==> src/rtl/counter_scheduler.sv <==
// Round-robin owner of one shared counter: grant, clear, run to the latched
// target, then pulse done. All outputs are registered.
module counter_scheduler #(
  parameter int Size       = 5,
  parameter int Requesters = 4
) (
  input  logic                       clock,
  input  logic                       reset,
  input  logic [Requesters-1:0]      req,
  input  logic [Requesters*Size-1:0] len,
  output logic [Requesters-1:0]      grant,
  output logic [Requesters-1:0]      done,
  output logic                       busy,
  output logic                       ctr_reset,
  input  logic [Size-1:0]            ctr_count
);

  localparam int IW = (Requesters > 1) ? $clog2(Requesters) : 1;

  typedef enum logic [1:0] {
    IDLE,
    CLEAR,
    RUN,
    DONE
  } state_t;

  state_t                state;
  state_t                state_n;
  logic [IW-1:0]         owner;
  logic [IW-1:0]         owner_n;
  logic [IW-1:0]         last;
  logic [IW-1:0]         last_n;
  logic [IW-1:0]         pick;
  logic                  found;
  logic [Size-1:0]       target;
  logic [Size-1:0]       target_n;
  logic [Requesters-1:0] owner_oh;
  logic [Requesters-1:0] grant_n;
  logic [Requesters-1:0] done_n;

  // first requester after the previous owner, wrapping around
  always_comb begin : arb
    found = 1'b0;
    pick  = last;
    for (int k = 1; k <= Requesters; k++) begin
      if (!found && req[(int'(last) + k) % Requesters]) begin
        found = 1'b1;
        pick  = IW'((int'(last) + k) % Requesters);
      end
    end
  end

  always_comb begin : fsm
    state_n  = state;
    owner_n  = owner;
    last_n   = last;
    target_n = target;
    unique case (state)
      IDLE: begin
        if (found) begin
          owner_n  = pick;
          target_n = len[int'(pick)*Size +: Size];
          state_n  = CLEAR;
        end
      end
      CLEAR: begin
        if (!req[owner]) begin
          state_n = IDLE;
          last_n  = owner;
        end else begin
          state_n = RUN;
        end
      end
      RUN: begin
        if (!req[owner]) begin
          state_n = IDLE;
          last_n  = owner;
        end else if (ctr_count >= target) begin
          state_n = DONE;
        end
      end
      DONE: begin
        state_n = IDLE;
        last_n  = owner;
      end
      default: state_n = IDLE;
    endcase
    owner_oh = {{(Requesters-1){1'b0}}, 1'b1} << owner_n;
    grant_n  = (state_n != IDLE) ? owner_oh : '0;
    done_n   = (state_n == DONE) ? owner_oh : '0;
  end

  always_ff @(posedge clock or negedge reset) begin
    if (!reset) begin
      state     <= IDLE;
      owner     <= '0;
      last      <= IW'(Requesters - 1);
      target    <= '0;
      grant     <= '0;
      done      <= '0;
      busy      <= 1'b0;
      ctr_reset <= 1'b1;
    end else begin
      state     <= state_n;
      owner     <= owner_n;
      last      <= last_n;
      target    <= target_n;
      grant     <= grant_n;
      done      <= done_n;
      busy      <= (state_n != IDLE);
      ctr_reset <= (state_n != RUN);
    end
  end

endmodule
==> config.mk <==
export PLATFORM = sky130hd
export DESIGN_NAME = counter_scheduler
export DESIGN_NICKNAME = d
export VERILOG_FILES = /design/src/rtl/counter_scheduler.sv
export SDC_FILE = /design/constraint.sdc
export NUM_CORES = 1
export LEC_CHECK = 0
export ABC_AREA = 1
export CORE_MARGIN = 8
export CORE_UTILIZATION = 40
export DETAILED_ROUTE_END_ITERATION = 12
export PLACE_DENSITY = 0.63
export SLEW_MARGIN = 20
export SYNTH_ARGS = -nofsm -noshare
export SYNTH_HDL_FRONTEND = slang
export SYNTH_SLANG_ARGS = --single-unit
export TNS_END_PERCENT = 50
==> constraint.sdc <==
create_clock -name clock -period 3.6 [get_ports clock]
set_clock_uncertainty 0.15 [all_clocks]
set_input_delay 0.54 -clock clock [delete_from_list [all_inputs] [get_ports clock]]
set_output_delay 0.54 -clock clock [all_outputs]
set_load 0.02 [all_outputs]
; Word level (Yosys, flattened, before mapping)
; Cells that the tools add are included.
[totals]
ff_bits = 21
output_inout_bits = 10
word_cells = 80
[op_classes]
addsub = 4
n_mul = 1
n_lt_le_gt_ge = 6
n_eq_ne = 6
shift = 2
mux = 33
bitwise_logic = 4
reduce_logical = 16
[op_table]
columns = operator, n
row1 = 2-bit 2-to-1 mux, 11
row2 = 20-bit by 6-bit indexed part select with 5-bit output, 1
row3 = "3-bit by 4-bit less-than comparator with 1-bit output, second input constant", 4
row4 = 1-bit 2-to-1 mux, 13
row5 = 1-bit binary-select mux with 2-bit select, 5
row6 = 2-bit OR reduction, 5
row7 = 4-bit 2-to-1 mux, 2
row8 = 2-bit one-hot mux with 4 select lines, 1
row9 = "2-bit equality test, second input constant", 3
row10 = 5-bit greater-or-equal comparator, 1
row11 = "2-bit by 3-bit multiplier with 5-bit output, second input constant", 1
row12 = "2-bit by 1-bit adder with 2-bit output, second input constant", 2
row13 = "2-bit adder, second input constant", 2
row14 = "1-bit bitwise AND, first input constant", 4
row15 = "2-bit != test, second input constant", 2
row16 = 2-bit one-hot mux with 2 select lines, 1
row17 = 2-bit AND reduction, 2
row18 = 2-bit nonzero test, 2
row19 = "1-bit by 2-bit left shift with 4-bit output, first input constant", 1
row20 = 1-bit logical AND, 3
row21 = 1-bit zero test, 3
row22 = "2-bit by 3-bit less-than comparator with 1-bit output, second input constant", 1
row23 = "2-bit by 1-bit equality test with 1-bit output, second input constant", 1
row24 = 2-bit zero test, 1

; Logic depth before layout (Yosys ltp)
; Gate-level depths: netlist of run 1.
[logic_depth]
word_depth = 20
ltp_mapped = 16
mapped_depth_nobuf = 14

; Least setup slack after synthesis of run 1
; Ideal clock, no wire load.
[synth_timing]
kind = register to register
start = register last[0]
end = register grant[0]
setup_time_ns = 0.120
arrival_time_ns = 1.656
required_time_ns = 3.330
path_slack_ns = 1.674
path_stages_with_launch = 13
path_buffers = 1
cell_sequence = dfstp_2 buf_6 inv_8 nand2_1 nand2_4 nand2_4 nand2_4 nor2_4 nand3_4 o21ai_2 nand2_1 nor2_4 nor2_1
[synth_via]
elab_chain_len = 18
elab_cells_between_ends = 37
[synth_lines]
columns = item, line
row1 = "start, declared", 31  ; logic [IW-1:0] last;
row2 = "start signal, assigned", 97  ; last <= IW'(Requesters - 1);
row3 = "start signal, assigned", 106  ; last <= last_n;
row4 = 2-bit by 1-bit adder with 2-bit output, 46  ; if (!found && req[(int'(last) + k) % Requesters]) begin
row5 = 1-bit binary-select mux with 2-bit select, 46
row6 = 1-bit 2-to-1 mux (not written as such) (2 in a row), 46
row7 = 1-bit 2-to-1 mux, 46
row8 = 1-bit zero test, 46
row9 = 1-bit logical AND, 46
row10 = 1-bit 2-to-1 mux, 46
row11 = 1-bit zero test, 46
row12 = (+3 left out), n/a
row13 = 1-bit logical AND, 46
row14 = 1-bit 2-to-1 mux *, 46
row15 = 2-bit 2-to-1 mux *, 60  ; if (found) begin
row16 = 2-bit one-hot mux with 4 select lines *, 58  ; unique case (state)
row17 = net state_n[0], 28  ; state_t state_n;
row18 = 2-bit nonzero test *, 89  ; grant_n = (state_n != IDLE) ? owner_oh : '0;
row19 = 4-bit 2-to-1 mux *, 89
row20 = net grant_n[0], 38  ; logic [Requesters-1:0] grant_n;
row21 = "end signal, assigned", 108  ; grant <= grant_n;
row22 = "end, declared", 11  ; output logic [Requesters-1:0] grant,
; Mark *: on every way through the listed nets, which the timed path passes. The rest lies on a longest branch. The select of a mux whose other input is x is not followed.
; A chain may end at the register's enable or synchronous reset.

; Worst setup path in the final report of run 1
[layout_timing]
start = input port req[2]
end = register grant[0]
[layout_via]
elab_chain_len = 17
elab_cells_between_ends = 37
[layout_lines]
columns = item, line
row1 = "start, declared", 9  ; input logic [Requesters-1:0] req,
row2 = 1-bit binary-select mux with 2-bit select, 46
row3 = 1-bit 2-to-1 mux (not written as such) (2 in a row), 46
row4 = 1-bit 2-to-1 mux, 46
row5 = 1-bit zero test, 46
row6 = 1-bit logical AND, 46
row7 = 1-bit 2-to-1 mux, 46
row8 = 1-bit zero test, 46
row9 = 1-bit logical AND, 46
row10 = (+2 left out), n/a
row11 = 1-bit logical AND, 46
row12 = 2-bit 2-to-1 mux / 1-bit 2-to-1 mux (equally long branches), 46
row13 = 2-bit 2-to-1 mux *, 60
row14 = 2-bit 2-to-1 mux *, 58
row15 = net owner_n[0], 30  ; logic [IW-1:0] owner_n;
row16 = 1-bit by 2-bit left shift with 4-bit output *, 88  ; owner_oh = {{(Requesters-1){1'b0}}, 1'b1} << owner_n;
row17 = 4-bit 2-to-1 mux *, 89
row18 = net grant_n[0], 38
; Marked as above.

==> results of run 1 <==
## registers in the layout, summed over array words and instances (netlist names)
signal / count
busy: 1
ctr_reset: 1
done: 4
grant: 4
last: 2
owner: 2
state: 2
target: 5
## metal layers
metal / vias to the layer above / wire length [µm] / track usage, %
met4: 0 / 15 / 1.82
met3: 2 / 225 / 3.68
met2: 36 / 1710 / 19.6
li1: 796 / - / -
met1: 652 / 1730 / 16.8
met5: - / 0 / 0
## power by group
part	internal (W)	switching (W)	total [W]
clock	0.0000769	0.0000741	0.000151
combinational	0.000528	0.000926	0.00145
sequential	0.000349	0.0000821	0.000431
total	0.000955	0.00108	0.00204
## cells in the mapped netlist (all sizes together)
cell type,instances,area (µm²)
o21a,1,7.51
a21oi,5,25.0
inv,36,145
buf,4,28.8
ha,10,125
o21ai,11,62.6
nand4,1,6.26
o21bai,1,11.3
or2,2,12.5
nor2,16,75.1
nand3b,5,37.5
a31oi,1,6.26
nand3,29,163
dfstp,3,78.8
dfrtp,18,450
nand2,85,400
a21boi,1,18.8
## layout make-up
type                    count  area (µm²)
clock buffers               3        41.3
clock inverters             1        5.00
fillers                   390        1870
inverters                  36         145
multi-input cells         168         951
flip-flops and latches     21         529
well taps                  50        62.6
repair buffers             40         400
## layout by cell type, fill, tap and decap left out, types with 2 or more instances in the layout
| master | count |
|---|---|
| nand3b_1 | 5 |
| inv_2 | 3 |
| nand2_1 | 68 |
| nor2_4 | 2 |
| dfstp_2 | 3 |
| o21ai_2 | 2 |
| clkbuf_8 | 3 |
| nand2_4 | 5 |
| nand3_1 | 27 |
| ha_1 | 10 |
| nor2_1 | 14 |
| nand2_2 | 11 |
| o21ai_0 | 7 |
| o21ai_1 | 2 |
| dfrtp_1 | 18 |
| a21oi_1 | 5 |
| inv_1 | 31 |
| clkdlybuf4s50_1 | 40 |
## metrics by stage
stage	instance area [µm²]	instances	util, %	total power [W]
final	2130	319	53.4	0.00204
after floorplan	1650	229	-	0.00161
after global placement	2090	315	52.2	0.00190
after detailed placement	2090	315	52.2	0.00191
after CTS	2130	319	53.4	0.00207
after global routing	2130	319	53.4	0.00228
## final timing paths
| path | start | cells past startpoint | to |
|---|---|---|---|
| worst max-delay path | req[2] | 12 | grant[0]$_DFF_PN0_ |
| worst min-delay path | target[2]$_DFFE_PN0P_ | 2 | target[2]$_DFFE_PN0P_ |
| worst max register to register | last[0]$_DFFE_PN1P_ | 13 | grant[0]$_DFF_PN0_ |
| worst min register to register | target[2]$_DFFE_PN0P_ | 2 | target[2]$_DFFE_PN0P_ |
| max in group asynchronous | reset | 1 | target[4]$_DFFE_PN0P_ |
| min in group asynchronous | reset | 1 | busy$_DFF_PN0_ |
## kinds of logic (layout without fill, tap and decap cells)
group                      count (synthesis)  after routing  synth area share, %
buffers and inverters                     40             80                 10.5
AOI/OAI and AO/OA                         20             20                 7.94
and+or+nand+nor                          138            138                 42.0
adders and majority gates                 10             10                 7.56
DFF                                       21             21                 32.0
## critical path, delay by kind of cell
kind	cells	cell delay, ps
compound gates	1	300
simple gates	9	1160
buf+inv	2	580
==> metrics.txt, run 1 <==
initial core utilization=41.4%; Setup TNS Final=0 ps; P per Cell Area=954 nW/µm²; DRT iter0 DRCs=39; ratio of cells with drive above 1 in the final layout=14.1%; Area Overhead vs Synth=29.0%; Critical Path Sink Type=register; post-route ant nets=0; post-synth cell types=31; Leakage=1.10 nW; post-synthesis sequential area ratio=32.0%; # port buffers=40; DRC Markers=0; number of synthesized register bits=21; initial antenna violation count=0; DR WL/cell=11.6 µm; die area=6450 µm²; vias in the first global route=1470; final wirelength=3690 µm; syn avg cell area=7.22 µm²; Worst Path Max Fanout=11; outcome=completed; Tcrit/Tclk final=72.6%; TritonCTS Sinks=21; total global routing overflow=0; Max Clk Rate=382 MHz; Post-Syn Area=1650 µm²; postcts setup bufs=0; Post-Syn Nets=270; gpl congestion=0.800; Setup Crit Path Kind=input port to register; IO Pins=41; H-tree Lvls=1; worst path cell trace=clkdlybuf4s50_1 -> nand2_1 -> nand2_4 -> nand2_1 -> nand2_2 -> nand3_2 -> nand2_1 -> nand2_1 -> o21ai_2 -> inv_2 -> nand2_1 -> nor2_1; reg2reg setup slack=1020 ps; Ys Warns=0; Net count, final=311; maximum vdd ir drop=0.397 mV; first-pass GRT wire length=6640 µm; Diodes inserted=0; Post-DP HPWL=3040 µm; CTS tree=built; core area=4000 µm²; CP peak stage delay=520 ps; Final WS setup=985 ps; Clk pin slew, worst setup/hold paths=70 ps; Data required, critical path=3590 ps; Max-Cap Viols=0; RSZ-0062 raised after global routing=false; Clock Root Buffer=clkbuf_8; Die Y=80.3 µm; CP Launch Type=input port; via count=1486; worst slew pin tran=894 ps; Max clock buf depth=2; CTS buffer count=3; Die Width=80.3 µm; # setup viols final=0; min Tclk post-route=2620 ps; hold violation total from the final report=0; Placement Setup Slack=722 ps; vias per inst=4.66; Tot GR Track Use=12.5%; worst min path class=register to register; fin. max-slew vios=0; Clock Latency Late Sink=260 ps; DR pass1 iterations=4; largest net degree at the start of global routing=22; Post-Synthesis Cells=229; most frequent CP cell=nand2_1; hold slack=334 ps; Rows=23; CP max stage cell=clkdlybuf4s50_1; number of buffers inserted by hold repair at cts=0; post-CTS resize count=0; slew margin rel.=40.2%; data arrival time of the worst path=2610 ps
Power figures use the tool's default switching activity.
==> run 2, diff against run 1 <==
- PLACE_DENSITY: 0.63 -> 0.66
- clock period: 3.6 -> 2.3 ns (I/O delays scaled with it)
==> run 2 against run 1 <==
Setup slack got worse by 830 ps. Die area unchanged. Critical path depth increased by 3. Global-route usage about the same. Final cell count increased by 2.8%. Sequential power increased by 52%. Final area increased by 3.2%. Wire length increased by 2.8%. Register-to-register slack got worse by 860 ps. Critical path type is now register to register.
==> metrics.txt, run 2 (synthesis results as in run 1) <==
outcome=completed (unchanged); Data required, critical path=2300 ps (was 3590 ps); maximum vdd ir drop=0.593 mV (was 0.397 mV); TritonCTS Sinks=21 (unchanged); data arrival time of the worst path=2150 ps (was 2610 ps); Setup Crit Path Kind=register to register (was input port to register); DR WL/cell=11.6 µm (about the same); commonest non-fill, non-tap cell in the layout=nand2_1 (unchanged); Max clock buf depth=2 (unchanged); DRT iter0 DRCs=34 (was 39); Die Width=80.3 µm (unchanged); Max-Cap Viols=0 (unchanged); DR pass1 iterations=6 (was 4); hold violation total from the final report=0 (unchanged); largest net degree at the start of global routing=22 (unchanged); Sw Pwr=0.00173 W (was 0.00108 W); initial antenna violation count=0 (unchanged); # port buffers=40 (unchanged); DRC Markers=0 (unchanged); Area Overhead vs Synth=33.1% (was 29.0%); # setup viols final=0 (unchanged); max reg flops=5 (unchanged); IO Pins=41 (unchanged); Max Clk Rate=467 MHz; Tcrit/Tclk final=93.1%; Worst Path Max Fanout=6 (was 11); Critical Path Sink Type=register (unchanged); Net count, final=320 (was 311); Power Total=0.00336 W (was 0.00204 W); Int Power=0.00163 W (was 0.000955 W); sequential share of power=19.4% (was 21.2%); post-route ant nets=0 (unchanged); CTS buffer count=3 (unchanged); Placed Instances=322 (was 315); gpl congestion=0.785 (was 0.800); worst slew pin tran=274 ps (was 894 ps); ratio of cells with drive above 1 in the final layout=16.9% (was 14.1%); CTS tree=built (unchanged); vias in the first global route=1496 (was 1470); Largest Register=target (unchanged); Largest regs=target: 5 flops, done: 4 flops, grant: 4 flops (unchanged); Setup TNS Final=0 ps (unchanged); Tot GR Track Use=12.5% (about the same); core area=4000 µm² (unchanged); die area=6450 µm² (unchanged); Clock Power Share=7.2% (was 7.4%); Rows=23 (unchanged); vias per inst=4.64 (was 4.66); total global routing overflow=0 (unchanged); Clock Root Buffer=clkbuf_8 (unchanged); via count=1523 (was 1486); CP Launch Type=register (was input port); slew margin rel.=81.6% (was 40.2%); Die Y=80.3 µm (unchanged); first-pass GRT wire length=6620 µm (was 6640 µm); Post-DP HPWL=3000 µm (was 3040 µm); min Tclk post-route=2140 ps; Clock Latency Late Sink=260 ps (about the same); sw frac=51.6% (was 53.1%); Clk pin slew, worst setup/hold paths=80 ps (was 70 ps); initial core utilization=41.4% (unchanged); H-tree Lvls=1 (unchanged); most frequent cells in the layout=nand2_1, clkdlybuf4s50_1, inv_1 (unchanged); hold slack=269 ps (was 334 ps); fin. max-slew vios=0 (unchanged); non-filler instance count after layout=328 (was 319); Combinational Power Share=73.4% (was 71.4%); RSZ-0062 raised after global routing=false (unchanged); final wirelength=3790 µm (was 3690 µm); worst min path class=input port to async pin (was register to register); final core occ=55.1% (was 53.4%); Leakage=1.15 nW (was 1.10 nW); Diodes inserted=0 (unchanged); P per Cell Area=1530 nW/µm² (was 954 nW/µm²)
## run 2: changes by cell type in the layout (fill, tap and decap cells not counted), sizes merged
cell,delta
buf,+9
## run 2: worst max-delay path, stage by stage, from the launching register on
cell and delay [ps]:
dfstp_2 600, buf_4 160, nand2_1 70, nand2_2 120, nand2_4 80, nand2_4 100
inv_2 40, nand3_2 80, nand2_1 80, nand2_1 120, buf_4 160, nand2_1 50
nand3_1 60, nand2_1 70, nand2_1 60, nand2_1 50
## run 2: power by group through the flow
| stage | clock network (W) | registers, W | logic [W] |
|---|---|---|---|
| floorplan | 0 | 0.000678 | 0.00184 |
| detailed placement | 0 | 0.000676 | 0.00244 |
| global placement | 0 | 0.000676 | 0.00242 |
| finish | 0.000240 | 0.000653 | 0.00247 |
| global route | 0.000260 | 0.000674 | 0.00280 |
| CTS | 0.000247 | 0.000671 | 0.00245 |
## run 2: cell type report
| cell class | instances | area [µm²] |
|---|---|---|
| clock buffers | 3 | 41.3 |
| clock inverters | 1 | 5.00 |
| fillers | 415 | 1800 |
| inverters | 36 | 145 |
| multi-input cells | 168 | 951 |
| flip-flops and latches | 21 | 529 |
| well taps | 50 | 62.6 |
| repair buffers | 49 | 468 |
## run 2: routing by layer
| layer | global-route usage (%) | vias to the layer above | wire length (µm) | part of all wire [%] |
|---|---|---|---|---|
| met5 | 0 | - | 0 | 0 |
| met4 | 2.73 | 0 | 27 | 0.71 |
| met3 | 3.68 | 4 | 168 | 4.4 |
| met2 | 19.6 | 27 | 1770 | 47 |
| met1 | 16.4 | 678 | 1830 | 48 |
| li1 | - | 814 | - | - |
## run 2: path summary, 6_finish.rpt
kind                                       startpoint                     to  slack (ps)  depth (start not counted)
worst min register to register  target[2]$_DFFE_PN0P_  target[2]$_DFFE_PN0P_         330                          2
worst max-delay path              last[0]$_DFFE_PN1P_  target[2]$_DFFE_PN0P_         160                         15
worst max register to register    last[0]$_DFFE_PN1P_  target[2]$_DFFE_PN0P_         160                         15
min in group clock              target[2]$_DFFE_PN0P_  target[2]$_DFFE_PN0P_         330                          2
worst min-delay path                            reset         busy$_DFF_PN0_         270                          2
max in group asynchronous                       reset    last[0]$_DFFE_PN1P_        1460                          2
## run 2: timing repair
action	4_1_cts	5_1_grt
endpoints found under the setup margin	0	5
gates resized for setup	0	2
buffers inserted	0	2
hold buffers	0	0
## run 2: through the flow
step | instance area, µm² | setup WS (ps)
floorplan | 1650 | 374
global placement | 2140 | 15.6
detailed placement | 2140 | -7.26
CTS | 2190 | 112
global route | 2200 | 24.6
finish | 2200 | 159
